==> src/rtl/axi4_arb_pkg.sv <==
`default_nettype none
// +--------------------------------------------------------------------+
// | Module   : axi4_arb_pkg                                            |
// | Brief    : Shared types and constants for the AXI4 memory-port     |
// |            arbiter (FSM states, burst owner, AXI response codes).  |
// | Revision : 1.0  initial release                                    |
// +--------------------------------------------------------------------+
package axi4_arb_pkg;

   typedef enum logic [1:0] {
      IDLE     = 2'd0,
      WR_BURST = 2'd1,
      RD_BURST = 2'd2
   } arb_state_t;

   typedef enum logic {
      READ  = 1'b0,
      WRITE = 1'b1
   } owner_t;

   localparam logic [1:0] RESP_OKAY   = 2'b00;
   localparam logic [1:0] RESP_SLVERR = 2'b10;

endpackage
`default_nettype wire

==> src/rtl/axi4_burst_range_chk.sv <==
`default_nettype none
// +--------------------------------------------------------------------+
// | Module   : axi4_burst_range_chk                                    |
// | Brief    : Flags an INCR burst whose last word lies beyond the     |
// |            memory. Sum is formed one bit wider than the byte       |
// |            address so large bases with long bursts cannot wrap.   |
// | Revision : 1.0  initial release                                    |
// +--------------------------------------------------------------------+
module axi4_burst_range_chk #(
   parameter int ADDR_WIDTH   = 16,
   parameter int MEMORY_DEPTH = 1024
) (
   input  logic [ADDR_WIDTH-3:0] base,
   input  logic [7:0]            len,
   output logic                  err
);

   localparam logic [ADDR_WIDTH:0] c_depth = (ADDR_WIDTH+1)'(MEMORY_DEPTH);
   localparam logic [ADDR_WIDTH:0] c_one   = (ADDR_WIDTH+1)'(1);

   logic [ADDR_WIDTH:0] w_end;

   assign w_end = (ADDR_WIDTH+1)'(base) + (ADDR_WIDTH+1)'(len) + c_one;
   assign err   = (w_end > c_depth);

endmodule
`default_nettype wire

==> src/rtl/axi4_mem_port_arbiter.sv <==
`default_nettype none
// +--------------------------------------------------------------------+
// | Module   : axi4_mem_port_arbiter                                   |
// | Brief    : Round-robin, whole-burst owner of a single-port word    |
// |            memory shared by the AXI4 write and read burst engines. |
// |            Generates per-beat word addresses, range-checks each    |
// |            burst and returns OKAY/SLVERR to the owning engine.     |
// | Options  : `define ARB_PERF_CNT_EN adds saturating burst and wait  |
// |            counters (wr_burst_cnt, rd_burst_cnt, wait_cnt).        |
// | Revision : 1.0  initial release                                    |
// +--------------------------------------------------------------------+
module axi4_mem_port_arbiter
   import axi4_arb_pkg::*;
#(
   parameter int DATA_WIDTH   = 32,
   parameter int ADDR_WIDTH   = 16,
   parameter int MEMORY_DEPTH = 1024,
   parameter int MEM_AW       = $clog2(MEMORY_DEPTH)
) (
   input  logic                  ACLK,
   input  logic                  ARESET,
   input  logic                  wr_req,
   input  logic [ADDR_WIDTH-1:0] wr_addr,
   input  logic [7:0]            wr_len,
   output logic                  wr_gnt,
   input  logic                  wr_beat,
   input  logic [DATA_WIDTH-1:0] wr_data,
   output logic                  wr_done,
   output logic [1:0]            wr_resp,
   input  logic                  rd_req,
   input  logic [ADDR_WIDTH-1:0] rd_addr,
   input  logic [7:0]            rd_len,
   output logic                  rd_gnt,
   input  logic                  rd_beat,
   output logic [DATA_WIDTH-1:0] rd_data,
   output logic                  rd_valid,
   output logic                  rd_last,
   output logic [1:0]            rd_resp,
   output logic                  mem_en,
   output logic                  mem_we,
   output logic [MEM_AW-1:0]     mem_addr,
   output logic [DATA_WIDTH-1:0] mem_wdata,
   input  logic [DATA_WIDTH-1:0] mem_rdata
`ifdef ARB_PERF_CNT_EN
   ,
   output logic [15:0]           wr_burst_cnt,
   output logic [15:0]           rd_burst_cnt,
   output logic [15:0]           wait_cnt
`endif
);

   localparam int c_bw = ADDR_WIDTH - 2;

   arb_state_t      r_state, w_state_nxt;
   owner_t          r_last_owner, w_last_owner_nxt;
   logic [c_bw-1:0] r_base, w_base_nxt;
   logic [7:0]      r_len, w_len_nxt;
   logic            r_err, w_err_nxt;
   // Beats accepted (write) or issued (read); only one burst is ever live
   logic [8:0]      r_cnt, w_cnt_nxt;
   logic            r_wr_done, w_wr_done_nxt;
   logic [1:0]      r_wr_resp, w_wr_resp_nxt;
   logic            r_rd_valid, w_rd_valid_nxt;
   logic            r_rd_last, w_rd_last_nxt;
   logic [1:0]      r_rd_resp, w_rd_resp_nxt;

   logic            w_pick_wr;
   logic [c_bw-1:0] w_sel_base;
   logic [7:0]      w_sel_len;
   logic            w_chk_err;
   logic [c_bw-1:0] w_idx;
   logic            w_unused;

   // Tie goes to the side that did not own the previous burst
   assign w_pick_wr  = wr_req && (!rd_req || (r_last_owner == READ));
   assign w_sel_base = w_pick_wr ? wr_addr[ADDR_WIDTH-1:2] : rd_addr[ADDR_WIDTH-1:2];
   assign w_sel_len  = w_pick_wr ? wr_len : rd_len;
   assign w_idx      = r_base + c_bw'(r_cnt);
   assign w_unused   = ^{wr_addr[1:0], rd_addr[1:0], w_idx};

   axi4_burst_range_chk #(
      .ADDR_WIDTH   (ADDR_WIDTH),
      .MEMORY_DEPTH (MEMORY_DEPTH)
   ) u_range_chk (
      .base (w_sel_base),
      .len  (w_sel_len),
      .err  (w_chk_err)
   );

   // State, burst context and registered response/handshake outputs
   always_ff @(posedge ACLK) begin
      if (ARESET) begin
         r_state      <= IDLE;
         r_last_owner <= READ;
         r_base       <= '0;
         r_len        <= '0;
         r_err        <= 1'b0;
         r_cnt        <= '0;
         r_wr_done    <= 1'b0;
         r_wr_resp    <= RESP_OKAY;
         r_rd_valid   <= 1'b0;
         r_rd_last    <= 1'b0;
         r_rd_resp    <= RESP_OKAY;
      end else begin
         r_state      <= w_state_nxt;
         r_last_owner <= w_last_owner_nxt;
         r_base       <= w_base_nxt;
         r_len        <= w_len_nxt;
         r_err        <= w_err_nxt;
         r_cnt        <= w_cnt_nxt;
         r_wr_done    <= w_wr_done_nxt;
         r_wr_resp    <= w_wr_resp_nxt;
         r_rd_valid   <= w_rd_valid_nxt;
         r_rd_last    <= w_rd_last_nxt;
         r_rd_resp    <= w_rd_resp_nxt;
      end
   end

   // Arbitration, beat sequencing and same-cycle memory strobes
   always_comb begin
      w_state_nxt      = r_state;
      w_last_owner_nxt = r_last_owner;
      w_base_nxt       = r_base;
      w_len_nxt        = r_len;
      w_err_nxt        = r_err;
      w_cnt_nxt        = r_cnt;
      w_wr_done_nxt    = 1'b0;
      w_wr_resp_nxt    = RESP_OKAY;
      w_rd_valid_nxt   = 1'b0;
      w_rd_last_nxt    = 1'b0;
      w_rd_resp_nxt    = RESP_OKAY;
      mem_en           = 1'b0;
      mem_we           = 1'b0;
      mem_addr         = '0;
      mem_wdata        = '0;
      case (r_state)
         IDLE: begin
            if (wr_req || rd_req) begin
               w_state_nxt = w_pick_wr ? WR_BURST : RD_BURST;
               w_base_nxt  = w_sel_base;
               w_len_nxt   = w_sel_len;
               w_err_nxt   = w_chk_err;
               w_cnt_nxt   = '0;
            end
         end
         WR_BURST: begin
            if (wr_beat) begin
               if (!r_err) begin
                  mem_en    = 1'b1;
                  mem_we    = 1'b1;
                  mem_addr  = w_idx[MEM_AW-1:0];
                  mem_wdata = wr_data;
               end
               w_cnt_nxt = r_cnt + 9'd1;
               if (r_cnt == {1'b0, r_len}) begin
                  w_state_nxt      = IDLE;
                  w_last_owner_nxt = WRITE;
                  w_wr_done_nxt    = 1'b1;
                  w_wr_resp_nxt    = r_err ? RESP_SLVERR : RESP_OKAY;
               end
            end
         end
         RD_BURST: begin
            if (r_rd_last) begin
               w_state_nxt      = IDLE;
               w_last_owner_nxt = READ;
            end else if (rd_beat && (r_cnt <= {1'b0, r_len})) begin
               if (!r_err) begin
                  mem_en   = 1'b1;
                  mem_addr = w_idx[MEM_AW-1:0];
               end
               w_cnt_nxt      = r_cnt + 9'd1;
               w_rd_valid_nxt = 1'b1;
               w_rd_last_nxt  = (r_cnt == {1'b0, r_len});
               w_rd_resp_nxt  = r_err ? RESP_SLVERR : RESP_OKAY;
            end
         end
         default: w_state_nxt = IDLE;
      endcase
      // An aborting reset must not touch the memory
      if (ARESET) begin
         mem_en    = 1'b0;
         mem_we    = 1'b0;
         mem_addr  = '0;
         mem_wdata = '0;
      end
   end

   assign wr_gnt   = (r_state == WR_BURST);
   assign rd_gnt   = (r_state == RD_BURST);
   assign wr_done  = r_wr_done;
   assign wr_resp  = r_wr_resp;
   assign rd_valid = r_rd_valid;
   assign rd_last  = r_rd_last;
   assign rd_resp  = r_rd_resp;
   assign rd_data  = (r_rd_valid && !r_err) ? mem_rdata : '0;

`ifdef ARB_PERF_CNT_EN
   logic [15:0] r_wr_burst_cnt, r_rd_burst_cnt, r_wait_cnt;

   // Saturating counts of completed bursts and of request-without-grant cycles
   always_ff @(posedge ACLK) begin
      if (ARESET) begin
         r_wr_burst_cnt <= '0;
         r_rd_burst_cnt <= '0;
         r_wait_cnt     <= '0;
      end else begin
         if (r_wr_done && (r_wr_burst_cnt != 16'hFFFF))
            r_wr_burst_cnt <= r_wr_burst_cnt + 16'd1;
         if (r_rd_valid && r_rd_last && (r_rd_burst_cnt != 16'hFFFF))
            r_rd_burst_cnt <= r_rd_burst_cnt + 16'd1;
         if (((wr_req && !wr_gnt) || (rd_req && !rd_gnt)) && (r_wait_cnt != 16'hFFFF))
            r_wait_cnt <= r_wait_cnt + 16'd1;
      end
   end

   assign wr_burst_cnt = r_wr_burst_cnt;
   assign rd_burst_cnt = r_rd_burst_cnt;
   assign wait_cnt     = r_wait_cnt;
`endif

endmodule
`default_nettype wire

==> config.mk <==
export PLATFORM = sky130hd
export DESIGN_NAME = axi4_mem_port_arbiter
export DESIGN_NICKNAME = d
export VERILOG_FILES = /design/src/rtl/axi4_arb_pkg.sv /design/src/rtl/axi4_burst_range_chk.sv /design/src/rtl/axi4_mem_port_arbiter.sv
export SDC_FILE = /design/constraint.sdc
export NUM_CORES = 1
export LEC_CHECK = 0
export ABC_AREA = 1
export ABC_CLOCK_PERIOD_IN_PS = 3200
export CAP_MARGIN = 20
export CELL_PAD_IN_SITES_DETAIL_PLACEMENT = 2
export CELL_PAD_IN_SITES_GLOBAL_PLACEMENT = 2
export CORE_MARGIN = 8
export CORE_UTILIZATION = 18
export DETAILED_ROUTE_END_ITERATION = 10
export PLACE_DENSITY = 0.84
export SETUP_SLACK_MARGIN = 0.3
export SYNTH_ARGS = -nofsm -noshare
export SYNTH_HDL_FRONTEND = slang
export SYNTH_SLANG_ARGS = --single-unit
==> constraint.sdc <==
create_clock -name ACLK -period 3.2 [get_ports ACLK]
set_clock_uncertainty 0.1 [all_clocks]
set_input_delay 0.64 -clock ACLK [delete_from_list [all_inputs] [get_ports ACLK]]
set_output_delay 0.64 -clock ACLK [all_outputs]
set_load 0.1 [all_outputs]
==> flow_summary_export.csv <==
group,metric,value,unit
status,status,"finished, final reports clean",
global_route,grt_pass1_wl,30.4,mm
sta,maxSlewViolCount,0,
yosys,synthXorXnorAreaFrac,3.05,%
sta,timing.final.crit_period,3040,ps
detailed_routing,drcViolationCount,0,
setup_path,crit_type,"reg2out",
finish,final_cell_mix,"clkdlybuf4s50_1, nand2_1, inv_1",
yosys,synth_compound_area_share,14.1,%
sta,rsz0062_at_grt,"yes",
die,start_util,18.4,%
die,die_w,154,um
finish,seq_area,738,um2
yosys,synth_ff_type,"dfxtp_1",
power_and_ir_drop,cellPowerDensity,401,nW/um2
yosys,synth_cells,577,
placement,io_buffers,196,
finish,n_fill_cell,2037,
detailed_routing,drtAntennaViolNets,0,
cts,cts_hold_buf,0,
die,coreArea,18700,um2
sta,slew_headroom,33.2,%
yosys,synth_edf_count,0,
die,pin_count,203,
detailed_routing,wirelength,21.5,mm
finish,multi_input_area,3020,um2
power_and_ir_drop,p_total,2.98,mW
sta,fin_crit_sh,95.1,%
cts,cts_max_path_buffers,2,
setup_path,start_kind,"flip-flop",
placement,globalplace.congestion,0.778,
cts,tritoncts,"done",
yosys,synth_top_family_by_area,"simple AND/OR/NAND/NOR gates",
finish,post-route-util,39.8,%
yosys,synth_mux_area_share,0,%
yosys,ys_seq_area_share,20.9,%
yosys,synth-simple-area-share,34.5,%
cts,htree_levels,2,
cts,cts_sinks,36,
global_route,overflow,0,
die,std_cell_rows,50,
worst_hold_path,hp-class,"reg2reg",
power_and_ir_drop,ir_drop,0.000192,V
setup_path,cp.required,2460,ps
setup_path,crit_fanout,7,
cts,clock_latency,290,ps
detailed_routing,dr.pass1.iters,4,
finish,drive_above_1_share,39.0,%
finish,layout_commonest_cell,"clkdlybuf4s50_1",
setup_path,cp-end-kind,"primary output",
yosys,syn_avg_cell_area,5.96,um2
global_route,grt_use_total,16.1,%
cts,cts_buffers,5,
sta,hold_viol,0,
yosys,synthAdderAreaFrac,11.7,%
cts,cts_root_buf,"clkbuf_16",
placement,pre_cts_ws,30.9,ps
die,dieArea,23800,um2
global_route,grt_pass1_vias,5215,
placement,detailed_place_hpwl,15.6,mm
yosys,yosysUniqueCellTypes,41,
detailed_routing,vias,4681,
sta,fin_ws,158,ps
cts,clk_pin_slew,60,ps
sta,final-setup-viol-count,0,
detailed_routing,via_per_inst,4.48,
yosys,ys_ff_latch,36,
finish,area_growth,117,%
detailed_routing,drtIter0Drc,148,
finish,antenna_cells,0,
setup_path,cp.arrival,2300,ps
die,die_h,154,um
global_route,grt_start_max_net_pins,40,
run,max-cap-violations,0,
yosys,ys_warn_count,0,
detailed_routing,post_drt_wl_per_cell,20.6,um
sta,fmax,329,MHz
yosys,synth_area,3440,um2
sta,worst_pin_slew,1000,ps
yosys,synthArstFlopShare,0,%
global_route,antenna_found_initial,0,
power_and_ir_drop,power_leakage,3.26,nW
finish,nets,961,
power breakdown:
part / leakage, nW / total [mW] / internal (mW) / switching [mW]
registers: 0.301 / 0.624 / 0.533 / 0.0918
clock network: 0.0760 / 0.522 / 0.327 / 0.195
logic: 2.89 / 1.84 / 0.716 / 1.12
total: 3.26 / 2.98 / 1.58 / 1.41
layout make-up:
| class | count | area share [%] |
|---|---|---|
| Multi-Input combinational cell | 408 | 40.5 |
| Tap cell | 234 | 3.93 |
| Clock buffer | 7 | 2.05 |
| Timing Repair Buffer | 247 | 37.7 |
| Sequential cell | 36 | 9.91 |
| Inverter | 114 | 5.89 |
routing by layer:
metal	track usage (%)	up-vias	wire length, um	part of all wire, %
met5	0	-	0	0
met4	3.69	0	483	2.2
met3	1.64	29	459	2.1
met2	32.5	84	12400	57
met1	17.5	2319	8220	38
li1	-	2249	-	-
cells by family after synthesis:
group	count (synthesis)
AND/OR/NAND/NOR	279
buffers and inverters	135
AO/OA/AOI/OAI	83
flip-flops	36
adder cells (fa/ha/maj)	31
XOR/XNOR	12
other	1
state kept, by name, summed over array words and instances (netlist names), 2 cells and up:
| signal | count |
|---|---|
| r_cnt | 9 |
| r_base | 10 |
| r_len | 8 |
| r_state | 2 |
cells in the mapped netlist (5+ instances only):
cell type | count | area share [%]
buf_2 | 5 | 0.73
dfxtp_1 | 36 | 21
o21ai_0 | 22 | 3.2
xor2_1 | 7 | 1.8
inv_1 | 112 | 12
nand2_2 | 9 | 1.6
a21oi_1 | 33 | 4.8
xnor2_1 | 5 | 1.3
nor2_1 | 99 | 11
a31oi_1 | 13 | 2.4
nand2_1 | 119 | 13
nor3_1 | 7 | 1.0
clkbuf_1 | 11 | 1.2
ha_1 | 29 | 11
nand3_1 | 29 | 4.2
through the flow:
step	cell area (um2)	TNS (ps)	instances	hold WS, ps
after floorplan	3980	-4780	578	356
after global placement	6650	0	1012	375
after detailed placement	6650	0	1012	390
after CTS	7140	0	1035	405
after global routing	7450	0	1046	442
final	7450	0	1046	423
critical path: stages (launching register included):
cell      delay (ps)
dfxtp_2          340
inv_2             50
ha_4             250
nand2_4           90
nor2_4            50
nand2_2           70
nand3_2           90
nand2_2           80
nand2_2           60
a21boi_2         200
nand2_2          110
nand2_4          110
nand2_8           90
buf_4            150
nor2_4           100
buf_12           180
final timing paths:
check / startpoint / endpoint / slack, ps / depth (start not counted)
setup / recovery: r_len[4] / mem_addr[0] / 160 / 15
hold / removal: r_state[1] / r_state[1] / 420 / 2
setup reg to reg: r_len[5] / r_state[1] / 270 / 18
hold reg to reg: r_state[1] / r_state[1] / 420 / 2
repair_timing:
action,CTS,global route
setup endpoints to repair,27,48
pin swaps,22,30
endpoints found under the hold margin,0,0
gates resized for setup,47,52
buffers inserted,16,10
gates cloned,0,1
No activity file was read; power rests on OpenSTA's default activity.
